[src/rtl/uart_cmd_master.sv]
// Host-side UART command initiator: serializes one command into frame bytes and assembles the response word.
// Optional response watchdog enabled by defining UART_CMD_MASTER_TIMEOUT_EN.
module uart_cmd_master #(
  parameter int unsigned DATA_WIDTH = 8,
  parameter int unsigned ADDR_WIDTH = 4,
  parameter int unsigned RSP_WIDTH  = 16,
  parameter int unsigned TIMEOUT    = 4096
) (
  input  logic                  CLK,
  input  logic                  RST,
  input  logic                  cmd_valid,
  output logic                  cmd_ready,
  input  logic [1:0]            cmd_type,
  input  logic [ADDR_WIDTH-1:0] cmd_addr,
  input  logic [DATA_WIDTH-1:0] cmd_wdata,
  input  logic [DATA_WIDTH-1:0] cmd_opa,
  input  logic [DATA_WIDTH-1:0] cmd_opb,
  input  logic [3:0]            cmd_fun,
  output logic [DATA_WIDTH-1:0] tx_byte,
  output logic                  tx_valid,
  input  logic                  tx_ready,
  input  logic [DATA_WIDTH-1:0] rx_byte,
  input  logic                  rx_valid,
  output logic                  rsp_valid,
  output logic [RSP_WIDTH-1:0]  rsp_data,
  output logic                  rsp_timeout
);

  localparam int unsigned RSP_BYTES = RSP_WIDTH / DATA_WIDTH;
  localparam int unsigned BCNT_W    = $clog2(RSP_BYTES + 1);

  localparam logic [1:0] CMD_RF_WR  = 2'd0;
  localparam logic [1:0] CMD_RF_RD  = 2'd1;
  localparam logic [1:0] CMD_ALU_OP = 2'd2;

  localparam logic [DATA_WIDTH-1:0] HDR_RF_WR   = DATA_WIDTH'(8'hAA);
  localparam logic [DATA_WIDTH-1:0] HDR_RF_RD   = DATA_WIDTH'(8'hBB);
  localparam logic [DATA_WIDTH-1:0] HDR_ALU_OP  = DATA_WIDTH'(8'hCC);
  localparam logic [DATA_WIDTH-1:0] HDR_ALU_NOP = DATA_WIDTH'(8'hDD);

  // Reject parameter sets the byte lanes and watchdog cannot represent.
  if (TIMEOUT < 2 || (RSP_WIDTH % DATA_WIDTH) != 0 || ADDR_WIDTH > DATA_WIDTH) begin : g_bad_params
    $error("uart_cmd_master: illegal parameter combination");
  end

  typedef enum logic [1:0] {S_IDLE, S_SEND, S_WAIT_RSP, S_DONE} state_t;

  typedef struct packed {
    logic [1:0]            typ;
    logic [ADDR_WIDTH-1:0] addr;
    logic [DATA_WIDTH-1:0] wdata;
    logic [DATA_WIDTH-1:0] opa;
    logic [DATA_WIDTH-1:0] opb;
    logic [3:0]            fun;
  } cmd_t;

  state_t                state, state_nxt;
  cmd_t                  cmd_in, cmd_q, cmd_nxt;
  logic [1:0]            idx_q, idx_nxt;
  logic [BCNT_W-1:0]     bcnt_q, bcnt_nxt;
  logic [RSP_WIDTH-1:0]  acc_q, acc_nxt;
  logic                  cmd_ready_nxt;
  logic                  tx_valid_nxt;
  logic [DATA_WIDTH-1:0] tx_byte_nxt;
  logic                  rsp_valid_nxt;
  logic [RSP_WIDTH-1:0]  rsp_data_nxt;
  logic                  rsp_timeout_nxt;

`ifdef UART_CMD_MASTER_TIMEOUT_EN
  localparam int unsigned TMO_W = (TIMEOUT > 2) ? $clog2(TIMEOUT) : 1;
  logic [TMO_W-1:0] tmo_q, tmo_nxt;
`endif

  assign cmd_in = '{typ: cmd_type, addr: cmd_addr, wdata: cmd_wdata,
                    opa: cmd_opa, opb: cmd_opb, fun: cmd_fun};

  // Byte i of the frame for a captured command.
  function automatic logic [DATA_WIDTH-1:0] frame_byte(input cmd_t c, input logic [1:0] i);
    logic [DATA_WIDTH-1:0] b;
    b = '0;
    case (c.typ)
      CMD_RF_WR: begin
        case (i)
          2'd0:    b = HDR_RF_WR;
          2'd1:    b = DATA_WIDTH'(c.addr);
          default: b = c.wdata;
        endcase
      end
      CMD_RF_RD:  b = (i == 2'd0) ? HDR_RF_RD : DATA_WIDTH'(c.addr);
      CMD_ALU_OP: begin
        case (i)
          2'd0:    b = HDR_ALU_OP;
          2'd1:    b = c.opa;
          2'd2:    b = c.opb;
          default: b = DATA_WIDTH'(c.fun);
        endcase
      end
      default:    b = (i == 2'd0) ? HDR_ALU_NOP : DATA_WIDTH'(c.fun);
    endcase
    return b;
  endfunction

  function automatic logic [1:0] frame_last(input logic [1:0] typ);
    case (typ)
      CMD_RF_WR:  return 2'd2;
      CMD_ALU_OP: return 2'd3;
      default:    return 2'd1;
    endcase
  endfunction

  function automatic logic [BCNT_W-1:0] rsp_len(input logic [1:0] typ);
    return (typ == CMD_RF_RD) ? BCNT_W'(1) : BCNT_W'(RSP_BYTES);
  endfunction

  // Next-state and registered-output logic.
  always_comb begin
    state_nxt       = state;
    cmd_nxt         = cmd_q;
    idx_nxt         = idx_q;
    bcnt_nxt        = bcnt_q;
    acc_nxt         = acc_q;
    tx_valid_nxt    = 1'b0;
    tx_byte_nxt     = tx_byte;
    rsp_valid_nxt   = 1'b0;
    rsp_data_nxt    = rsp_data;
    rsp_timeout_nxt = 1'b0;
`ifdef UART_CMD_MASTER_TIMEOUT_EN
    tmo_nxt         = tmo_q;
`endif

    case (state)
      S_IDLE: begin
        if (cmd_valid && cmd_ready) begin
          cmd_nxt      = cmd_in;
          idx_nxt      = 2'd0;
          tx_valid_nxt = 1'b1;
          tx_byte_nxt  = frame_byte(cmd_in, 2'd0);
          state_nxt    = S_SEND;
        end
      end

      S_SEND: begin
        tx_valid_nxt = 1'b1;
        if (tx_valid && tx_ready) begin
          if (idx_q == frame_last(cmd_q.typ)) begin
            tx_valid_nxt = 1'b0;
            bcnt_nxt     = '0;
            acc_nxt      = '0;
`ifdef UART_CMD_MASTER_TIMEOUT_EN
            tmo_nxt      = '0;
`endif
            if (cmd_q.typ == CMD_RF_WR) begin
              state_nxt     = S_DONE;
              rsp_valid_nxt = 1'b1;
              rsp_data_nxt  = '0;
            end else begin
              state_nxt = S_WAIT_RSP;
            end
          end else begin
            idx_nxt     = idx_q + 2'd1;
            tx_byte_nxt = frame_byte(cmd_q, idx_nxt);
          end
        end
      end

      // A byte arriving on the watchdog's last cycle takes priority over the timeout.
      S_WAIT_RSP: begin
        if (rx_valid) begin
          for (int k = 0; k < RSP_BYTES; k++) begin
            if (bcnt_q == BCNT_W'(k)) acc_nxt[k*DATA_WIDTH +: DATA_WIDTH] = rx_byte;
          end
          bcnt_nxt = bcnt_q + BCNT_W'(1);
`ifdef UART_CMD_MASTER_TIMEOUT_EN
          tmo_nxt  = '0;
`endif
          if (bcnt_nxt == rsp_len(cmd_q.typ)) begin
            state_nxt     = S_DONE;
            rsp_valid_nxt = 1'b1;
            rsp_data_nxt  = acc_nxt;
          end
        end
`ifdef UART_CMD_MASTER_TIMEOUT_EN
        else if (tmo_q == TMO_W'(TIMEOUT - 1)) begin
          state_nxt       = S_DONE;
          rsp_valid_nxt   = 1'b1;
          rsp_timeout_nxt = 1'b1;
          rsp_data_nxt    = acc_q;
        end else begin
          tmo_nxt = tmo_q + TMO_W'(1);
        end
`endif
      end

      S_DONE:  state_nxt = S_IDLE;
      default: state_nxt = S_IDLE;
    endcase

    cmd_ready_nxt = (state_nxt == S_IDLE);
  end

  // State and output registers.
  always_ff @(posedge CLK) begin
    if (RST) begin
      state       <= S_IDLE;
      cmd_q       <= '0;
      idx_q       <= '0;
      bcnt_q      <= '0;
      acc_q       <= '0;
      cmd_ready   <= 1'b0;
      tx_valid    <= 1'b0;
      tx_byte     <= '0;
      rsp_valid   <= 1'b0;
      rsp_data    <= '0;
      rsp_timeout <= 1'b0;
`ifdef UART_CMD_MASTER_TIMEOUT_EN
      tmo_q       <= '0;
`endif
    end else begin
      state       <= state_nxt;
      cmd_q       <= cmd_nxt;
      idx_q       <= idx_nxt;
      bcnt_q      <= bcnt_nxt;
      acc_q       <= acc_nxt;
      cmd_ready   <= cmd_ready_nxt;
      tx_valid    <= tx_valid_nxt;
      tx_byte     <= tx_byte_nxt;
      rsp_valid   <= rsp_valid_nxt;
      rsp_data    <= rsp_data_nxt;
      rsp_timeout <= rsp_timeout_nxt;
`ifdef UART_CMD_MASTER_TIMEOUT_EN
      tmo_q       <= tmo_nxt;
`endif
    end
  end

endmodule

[config.mk]
export PLATFORM = sky130hd
export DESIGN_NAME = uart_cmd_master
export DESIGN_NICKNAME = d
export VERILOG_FILES = /design/src/rtl/uart_cmd_master.sv
export SDC_FILE = /design/constraint.sdc
export NUM_CORES = 1
export LEC_CHECK = 0
export CAP_MARGIN = 40
export CORE_UTILIZATION = 42
export DETAILED_ROUTE_END_ITERATION = 8
export PLACE_DENSITY_LB_ADDON = 0.3
export SLEW_MARGIN = 20
export SYNTH_ARGS = -nofsm -noshare
export SYNTH_HDL_FRONTEND = slang
export SYNTH_SLANG_ARGS = --single-unit
[constraint.sdc]
create_clock -name CLK -period 1.9 [get_ports CLK]
set_clock_uncertainty 0.05 [all_clocks]
set_input_delay 0.38 -clock CLK [delete_from_list [all_inputs] [get_ports CLK]]
set_output_delay 0.38 -clock CLK [all_outputs]
set_load 0.01 [all_outputs]
; ---- Word level (Yosys, flattened, before mapping)
; Cells that the tools add are included.
; W data, S select, Z words.
[totals]
reg_bits = 83
elab_cells = 101
output_inout_bits = 28
[classes]
addsub = 2
n_mux = 51
reduce_logical = 14
n_eq_ne = 19
[ops]
columns = op, n
row1 = $mux W16, 8
row2 = $pmux W16 S2, 2
row3 = $mux W8, 7
row4 = $pmux W8 S3, 2
row5 = $pmux W8 S2, 2
row6 = $mux W2, 14
row7 = $pmux W7 S3, 1
row8 = $ne A2 B2 Y1 const B, 7
row9 = $logic_not A2 Y1, 6
row10 = $pmux W2 S2, 3
row11 = $eq A2 B1 Y1 const B, 5
row12 = $eq A2 B2 Y1 const B, 5
row13 = $mux W1, 9
row14 = $pmux W2 S4, 1
row15 = $reduce_and A4 Y1, 2
row16 = $reduce_and A6 Y1, 1
row17 = $add A2 B1 Y2 const B, 2
row18 = $eq A2 B2 Y1, 2
row19 = $pmux W1 S2, 2
row20 = $reduce_bool A2 Y1, 2
row21 = $logic_and A1 B1 Y1, 2
row22 = $reduce_and A2 Y1, 1

; ---- Logic depth before layout (Yosys ltp)
; Gate-level depths: netlist of the first run.
[depth]
ltp_word = 9
depth_mapped = 9
mapped_depth_nobuf = 7

; ---- Worst setup path after synthesis of the first run
; No wires, ideal clock.
[synth_path]
path_kind = reg-to-reg
startpoint = reg idx_q[1]
endpoint = reg acc_q[8]
t_arrival_ns = 1.871
path_stages_with_launch = 8
path_slack_ns = -0.148
cell_sequence = dfxtp_1 -> or4b_4 -> and4_4 -> a221o_1 -> buf_6 -> buf_6 -> mux2i_1 -> nor2_1
[synth_between]
elab_chain_len = 3
[synth_lines]
columns = item, line_no
row1 = from (decl), 59  ; logic [1:0] idx_q, idx_nxt;
row2 = from (signal assigned), 221  ; idx_q <= idx_nxt;
row3 = $eq A2 B2 Y1, 145  ; if (idx_q == frame_last(cmd_q.typ)) begin
row4 = $ne A2 B2 Y1 (no line), n/a
row5 = $reduce_and A4 Y1 (no line), n/a
row6 = to (signal assigned), 223  ; acc_q <= acc_nxt;
row7 = to (decl), 61  ; logic [RSP_WIDTH-1:0] acc_q, acc_nxt;
; No other way between the ends.
; A chain may end at the register's enable or synchronous reset.

; ---- Worst setup path in the final report of the first run
[layout_path]
startpoint = reg idx_q[0]
endpoint = reg bcnt_q[1]
[layout_between]
elab_chain_len = 3
[layout_lines]
columns = item, line_no
row1 = $eq A2 B2 Y1, 145
row2 = $ne A2 B2 Y1 (no line), n/a
row3 = $reduce_and A4 Y1 (no line), n/a
row4 = to (signal assigned), 222  ; bcnt_q <= bcnt_nxt;
row5 = to (decl), 60  ; logic [BCNT_W-1:0] bcnt_q, bcnt_nxt;
; No other way between the ends.

==> results.sh, run 1 <==
export IMPL_fin_tns_setup_ns=-1.26
export IMPL_path_cells="or4b_4, and4_4, a221o_1, buf_4, or2_1, a21oi_2"
export IMPL_setup_slack_ns=-0.109
export IMPL_cp_start_kind="flip-flop"
export IMPL_p_per_area_mw_per_mm2=1000
export IMPL_fin_crit_ns=2.01
export IMPL_relSlewSlack_pct=61.1
export IMPL_status="finished, violations left"
export IMPL_drc=0
export IMPL_placed_cells=675
export IMPL_grt_max_degree=35
export IMPL_crit_type="reg -> reg"
export IMPL_ir_drop_mv=0.507
export IMPL_synth_warnings=0
export IMPL_maxCapViolations=0
export IMPL_grt_ovfl_total=0
export IMPL_final_layout_size_suffix_gt1_share_pct=16.6
export IMPL_core_sq_mm=0.00889
export IMPL_hold_path_class="in -> reg"
export IMPL_cts_htree_levels=3
export IMPL_cp_required_ns=2.15
export IMPL_crit_slowest_cell="or4b_4"
export IMPL_grt_pass1_wl_mm=17.0
export IMPL_critical_path_max_stage_delay_ns=0.52
export IMPL_vias_per_cell=5.51
export IMPL_syn_num_nets=550
export IMPL_fp_dieArea_sq_mm=0.00973
export IMPL_die_height_microns=98.6
export IMPL_hpwl_mm=7.44
export IMPL_cts_root_buf="clkbuf_8"
export IMPL_p_leak_nw=1.94
export IMPL_cp_max_fo=4
export IMPL_antenna_found_initial=0
export IMPL_violations="setup timing"
export IMPL_rsz0062_at_grt="yes"
export IMPL_n_antenna_cell=0
export IMPL_std_cell_rows=34
export IMPL_drt_wirelength_per_cell_microns=15.1
export IMPL_finalMaxSlewViolations=0
export IMPL_syn2layout_area_growth_pct=36.0
export IMPL_numCtsBuffers=9
export IMPL_tightestPinTransition_ns=0.583
export IMPL_async_flop_share_pct=0
export IMPL_drt_iter0_drc=201
export IMPL_synth_edf_count=0
export IMPL_syn_cell_area_sq_mm=0.00392
export IMPL_vias=3825
export IMPL_worst_setup_path_end_kind="flip-flop"
export IMPL_clkSlewWorstSetupHoldPaths_ns=0.09
export IMPL_drt_pass1_iterations=5
export IMPL_cts_buffer_depth=2
export IMPL_synthCells=494
export IMPL_clock_sinks=83
export IMPL_port_buffers=73
export IMPL_netlist_cell_type_count=48
export IMPL_routed_wl_mm=10.5
export IMPL_grt_pass1_vias=3563
export IMPL_worstPathArrival_ns=2.26
export IMPL_die_w_microns=98.6
export IMPL_synthFlopType="dfxtp_1"
export IMPL_grtUsageTotal_pct=21.6
export IMPL_setup_viol=19
export IMPL_fin_cells=694
export IMPL_nets=637
export IMPL_hold_buffers=0
export IMPL_post_route_period_util_pct=106
export IMPL_fmaxAchievable_ghz=0.498
export IMPL_clock_latency_ns=0.36
export IMPL_ant_nets=0
export IMPL_finalHoldViolCount=0
export IMPL_nFillCells=762
export IMPL_cts_tree="yes"
export IMPL_syn_avg_cell_area_sq_um=7.94
export IMPL_seq_area_frac_synth_pct=42.4
export IMPL_initial_core_util_pct=44.1
export IMPL_place_congestion=0.877
export IMPL_pin_count=75
export IMPL_ys_ff_latch=83
-- registers in the layout (all words and copies together), names as in the netlist --
register	cells
cmd_q	34
idx_q	2
bcnt_q	2
cmd_ready	1
state	2
tx_valid	1
rsp_valid	1
rsp_data	16
acc_q	16
tx_byte	8
-- timing repair --
action                     4_1_cts  5_1_grt
resized for setup               13       28
setup endpoints to repair       40       44
pin swaps                        2        7
setup buffers                    2        1
-- critical path, delay by kind of cell (launching register included) --
kind	cells	cell delay [ns]
simple gates	3	0.97
compound gates	2	0.44
flops	1	0.35
buf+inv	1	0.16
-- cell families (layout without fill, tap and decap cells) --
group,after synthesis,count (layout),synth area share [%]
simple gates,188,188,21.0
buf+inv,53,145,5.78
compound gates,126,126,19.1
mux,34,34,8.71
flops,83,83,42.4
other cells,1,1,0.0956
fa+ha+maj,9,9,2.87
-- per-layer routing --
metal,vias to the layer above,wire length [microns],track usage (%)
met4,0,142,7.00
met5,-,0,0
li1,1877,-,-
met2,120,4750,34.1
met3,11,525,2.77
met1,1817,5080,30.8
-- placed cells by master (no fill, tap or decap), types with 3 or more instances in the layout --
cell	n
nand2_1	87
dfxtp_1	80
clkdlybuf4s50_1	72
a21oi_1	59
nor2_1	47
buf_4	37
mux2i_1	32
o21ai_0	24
nand3_1	18
inv_1	14
clkbuf_8	9
nor3_1	7
o21ai_1	4
a221oi_1	4
a211oi_1	4
ha_4	4
nor2b_1	3
a221o_1	3
a22oi_1	3
ha_2	3
clkinv_4	3
-- synth_stat cells, types with 3 or more instances --
library cell	count	area, sq um
ha_1	9	113
a221o_1	3	30.0
a21oi_1	60	300
nor2b_1	5	31.3
a31oi_1	3	18.8
a221oi_1	6	52.6
o21ai_0	27	135
dfxtp_1	83	1660
a211oi_1	6	45.0
mux2i_1	33	330
nor2_1	49	184
buf_6	3	33.8
inv_1	15	56.3
or3_1	3	18.8
nand3_1	18	90.1
clkbuf_1	31	116
nand2_1	87	327
nor3_1	9	45.0
a22oi_1	4	30.0
-- through the flow --
step                utilization, %  power [mW]  instance area, sq um  hold slack (ns)  worst slack [ns]
CTS                           58.5        5.23                  5200            0.367           -0.0983
global route                  60.0        5.60                  5330            0.378            -0.156
finish                        60.0        5.34                  5330            0.374            -0.109
floorplan                        -        3.16                  3930            0.383            -0.139
global placement              55.4        3.85                  4930            0.397            -0.211
detailed placement            55.4        3.89                  4930            0.400            -0.275
-- layout make-up --
type / instances / area [sq um] / share of cell area, %
clock buffer: 9 / 124 / 2.32
clock inverter: 7 / 77.6 / 1.46
inverter: 15 / 56.3 / 1.06
multi-input combinational: 358 / 2200 / 41.4
sequential: 83 / 1670 / 31.3
tap: 108 / 135 / 2.53
timing repair buffer: 114 / 1070 / 20.0
-- power by group --
group	switching (mW)	internal, mW
sequential	0.120	1.93
combinational	1.05	0.943
clock	0.678	0.616
-- worst paths after layout --
path                               from                      to  slack, ns  depth (start not counted)
hold reg to reg   cmd_q[4]$_SDFFE_PP0P_   cmd_q[4]$_SDFFE_PP0P_       0.41                          2
setup / recovery  idx_q[0]$_SDFFE_PP0P_  bcnt_q[1]$_SDFFE_PP0P_      -0.11                          6
hold / removal                      RST   acc_q[0]$_SDFFE_PP0P_       0.37                          2
setup reg to reg  idx_q[0]$_SDFFE_PP0P_  bcnt_q[1]$_SDFFE_PP0P_      -0.11                          6
No activity file was read; power rests on OpenSTA's default activity.
==> run 2: changes to the inputs <==
--- a/config.mk
+++ b/config.mk
@@ -8,7 +8,9 @@
 export CAP_MARGIN = 40
 export CORE_UTILIZATION = 42
 export DETAILED_ROUTE_END_ITERATION = 8
+export GPL_ROUTABILITY_DRIVEN = 1
 export PLACE_DENSITY_LB_ADDON = 0.3
+export RECOVER_POWER = 50
 export SLEW_MARGIN = 20
 export SYNTH_ARGS = -nofsm -noshare
 export SYNTH_HDL_FRONTEND = slang
==> run 2 against run 1 <==
The flow still finishes with violations (setup timing). Largest power group unchanged. Sequential power is essentially flat. Via count is essentially flat. Flip-flop and latch count is the same. Clock-buffer cell count is the same. Final area shrank 0.21%. Die area is the same. Global-route usage is the same. Highest routed layer unchanged.
==> results.sh, run 2 (same netlist as run 1, synthesis figures left out) <==
export IMPL_ant_nets=0
export IMPL_tightestPinTransition_ns=0.584
export IMPL_cp_num_buf_inv=1
export IMPL_layout_common_cells="nand2_1 (87), dfxtp_1 (80), clkdlybuf4s50_1 (63)"
export IMPL_die_height_microns=98.6
export IMPL_pin_count=75
export IMPL_core_sq_mm=0.00889
export IMPL_nets=637
export IMPL_clock_latency_ns=0.36
export IMPL_drt_wirelength_per_cell_microns=15.1
export IMPL_largest_reg_flops=34
export IMPL_cp_start_kind="flip-flop"
export IMPL_hold_path_class="in -> reg"
export IMPL_worst_setup_path_end_kind="flip-flop"
export IMPL_setup_viol=19
export IMPL_biggestRegsByFlops="cmd_q: 34 flops, acc_q: 16 flops, rsp_data: 16 flops"
export IMPL_cp_required_ns=2.15
export IMPL_crit_slowest_cell="or4b_4"
export IMPL_die_w_microns=98.6
export IMPL_cts_root_buf="clkbuf_8"
export IMPL_finalMaxSlewViolations=0
export IMPL_internal_power_mw=3.46
export IMPL_clkSlewWorstSetupHoldPaths_ns=0.09
export IMPL_worstPathArrival_ns=2.26
export IMPL_cp_max_fo=4
export IMPL_cts_tree="yes"
export IMPL_pwr_share_clk_pct=24.4
export IMPL_numCtsBuffers=9
export IMPL_std_cell_rows=34
export IMPL_setup_slack_ns=-0.108
export IMPL_n_antenna_cell=0
export IMPL_final_common_cell="nand2_1"
export IMPL_p_sw_mw=1.85
export IMPL_place_area_sq_mm=0.00493
export IMPL_crit_type="reg -> reg"
export IMPL_clock_sinks=83
export IMPL_place_congestion=0.877
export IMPL_cts_htree_levels=3
export IMPL_grt_ovfl_total=0
export IMPL_seqPwrFrac_pct=38.6
export IMPL_final_layout_size_suffix_gt1_share_pct=16.2
export IMPL_final_area_sq_mm=0.00532
export IMPL_grt_max_degree=35
export IMPL_fin_util_pct=59.8
export IMPL_drt_iter0_drc=194
export IMPL_antenna_found_initial=0
export IMPL_syn2layout_area_growth_pct=35.7
export IMPL_sw_frac_of_total_pct=34.9
export IMPL_critical_path_max_stage_delay_ns=0.52
export IMPL_nFillCells=766
export IMPL_drc=0
export IMPL_rsz0062_at_grt="yes"
export IMPL_cts_buffer_depth=2
export IMPL_relSlewSlack_pct=61.1
export IMPL_vias_per_cell=5.51
export IMPL_port_buffers=73
export IMPL_finalHoldViolCount=0
export IMPL_drt_pass1_iterations=5
export IMPL_p_leak_nw=1.97
export IMPL_fin_cells=694
export IMPL_grt_pass1_vias=3563
export IMPL_fmaxAchievable_ghz=0.498
export IMPL_fin_crit_ns=2.01
export IMPL_maxCapViolations=0
export IMPL_placed_cells=675
export IMPL_initial_core_util_pct=44.1
export IMPL_path_cells="or4b_4, and4_4, a221o_1, buf_4, or2_1, a21oi_2"
export IMPL_p_per_area_mw_per_mm2=998
export IMPL_ir_drop_mv=0.506
export IMPL_status="finished, violations left"
export IMPL_fp_dieArea_sq_mm=0.00973
export IMPL_grtUsageTotal_pct=21.6
export IMPL_largest_register="cmd_q"
export IMPL_grt_pass1_wl_mm=17.0
export IMPL_violations="setup timing"
export IMPL_vias=3823
export IMPL_post_route_period_util_pct=106
export IMPL_routed_wl_mm=10.5
export IMPL_hpwl_mm=7.44
export IMPL_p_comb_share_pct=37.0
export IMPL_crit_family="simple AND/OR/NAND/NOR gates"
==> run 2: timing repair <==
action                                  in CTS  in global routing
buffers inserted                             2                  1
endpoints found under the setup margin      40                 44
gates resized for setup                     13                 28
pin swaps                                    2                  7
hold buffers                                 0                  0
==> run 2: cell type report <==
cell class	instances	area [sq um]	share of cell area, %
clock inverters	7	77.6	1.46
multi-input cells	358	2200	41.4
clock buffers	9	124	2.33
inverters	15	56.3	1.06
repair buffers	114	1060	19.9
well taps	108	135	2.54
flip-flops and latches	83	1670	31.3
==> run 2: worst paths after layout <==
check	start	endpoint	slack, ns	cells after the start
max	idx_q[0]$_SDFFE_PP0P_	bcnt_q[1]$_SDFFE_PP0P_	-0.11	6
min	RST	acc_q[0]$_SDFFE_PP0P_	0.37	2
max reg2reg	idx_q[0]$_SDFFE_PP0P_	bcnt_q[1]$_SDFFE_PP0P_	-0.11	6
min reg2reg	cmd_q[4]$_SDFFE_PP0P_	cmd_q[4]$_SDFFE_PP0P_	0.41	2
==> run 2: worst register-to-register path, stage by stage (launching register included) <==
cell,delay [ns]
dfxtp_2,0.35
or4b_4,0.52
and4_4,0.23
a221o_1,0.33
buf_4,0.16
or2_1,0.22
a21oi_2,0.11
==> run 2: stage by stage <==
stage	setup TNS [ns]	total power [mW]	setup slack (ns)	hold slack (ns)
floorplan	-1.29	3.16	-0.139	0.383
global placement	-5.72	3.85	-0.211	0.397
detailed placement	-7.30	3.89	-0.275	0.400
CTS	-1.50	5.23	-0.0983	0.367
global route	-2.21	5.56	-0.156	0.378
finish	-1.26	5.31	-0.108	0.374
==> run 2: routing by layer <==
metal | track usage, % | up-vias | wire [microns]
met1 | 30.8 | 1817 | 5090
met4 | 7.00 | 0 | 142
met3 | 2.77 | 11 | 512
met5 | 0 | - | 0
met2 | 34.1 | 117 | 4750
li1 | - | 1878 | -
==> run 2: power by group through the flow <==
stage	Sequential, mW	Clock [mW]	Combinational [mW]
global placement	2.08	0	1.78
floorplan	2.10	0	1.06
detailed placement	2.09	0	1.81
finish	2.05	1.30	1.96
global route	2.07	1.38	2.11
CTS	2.05	1.31	1.87
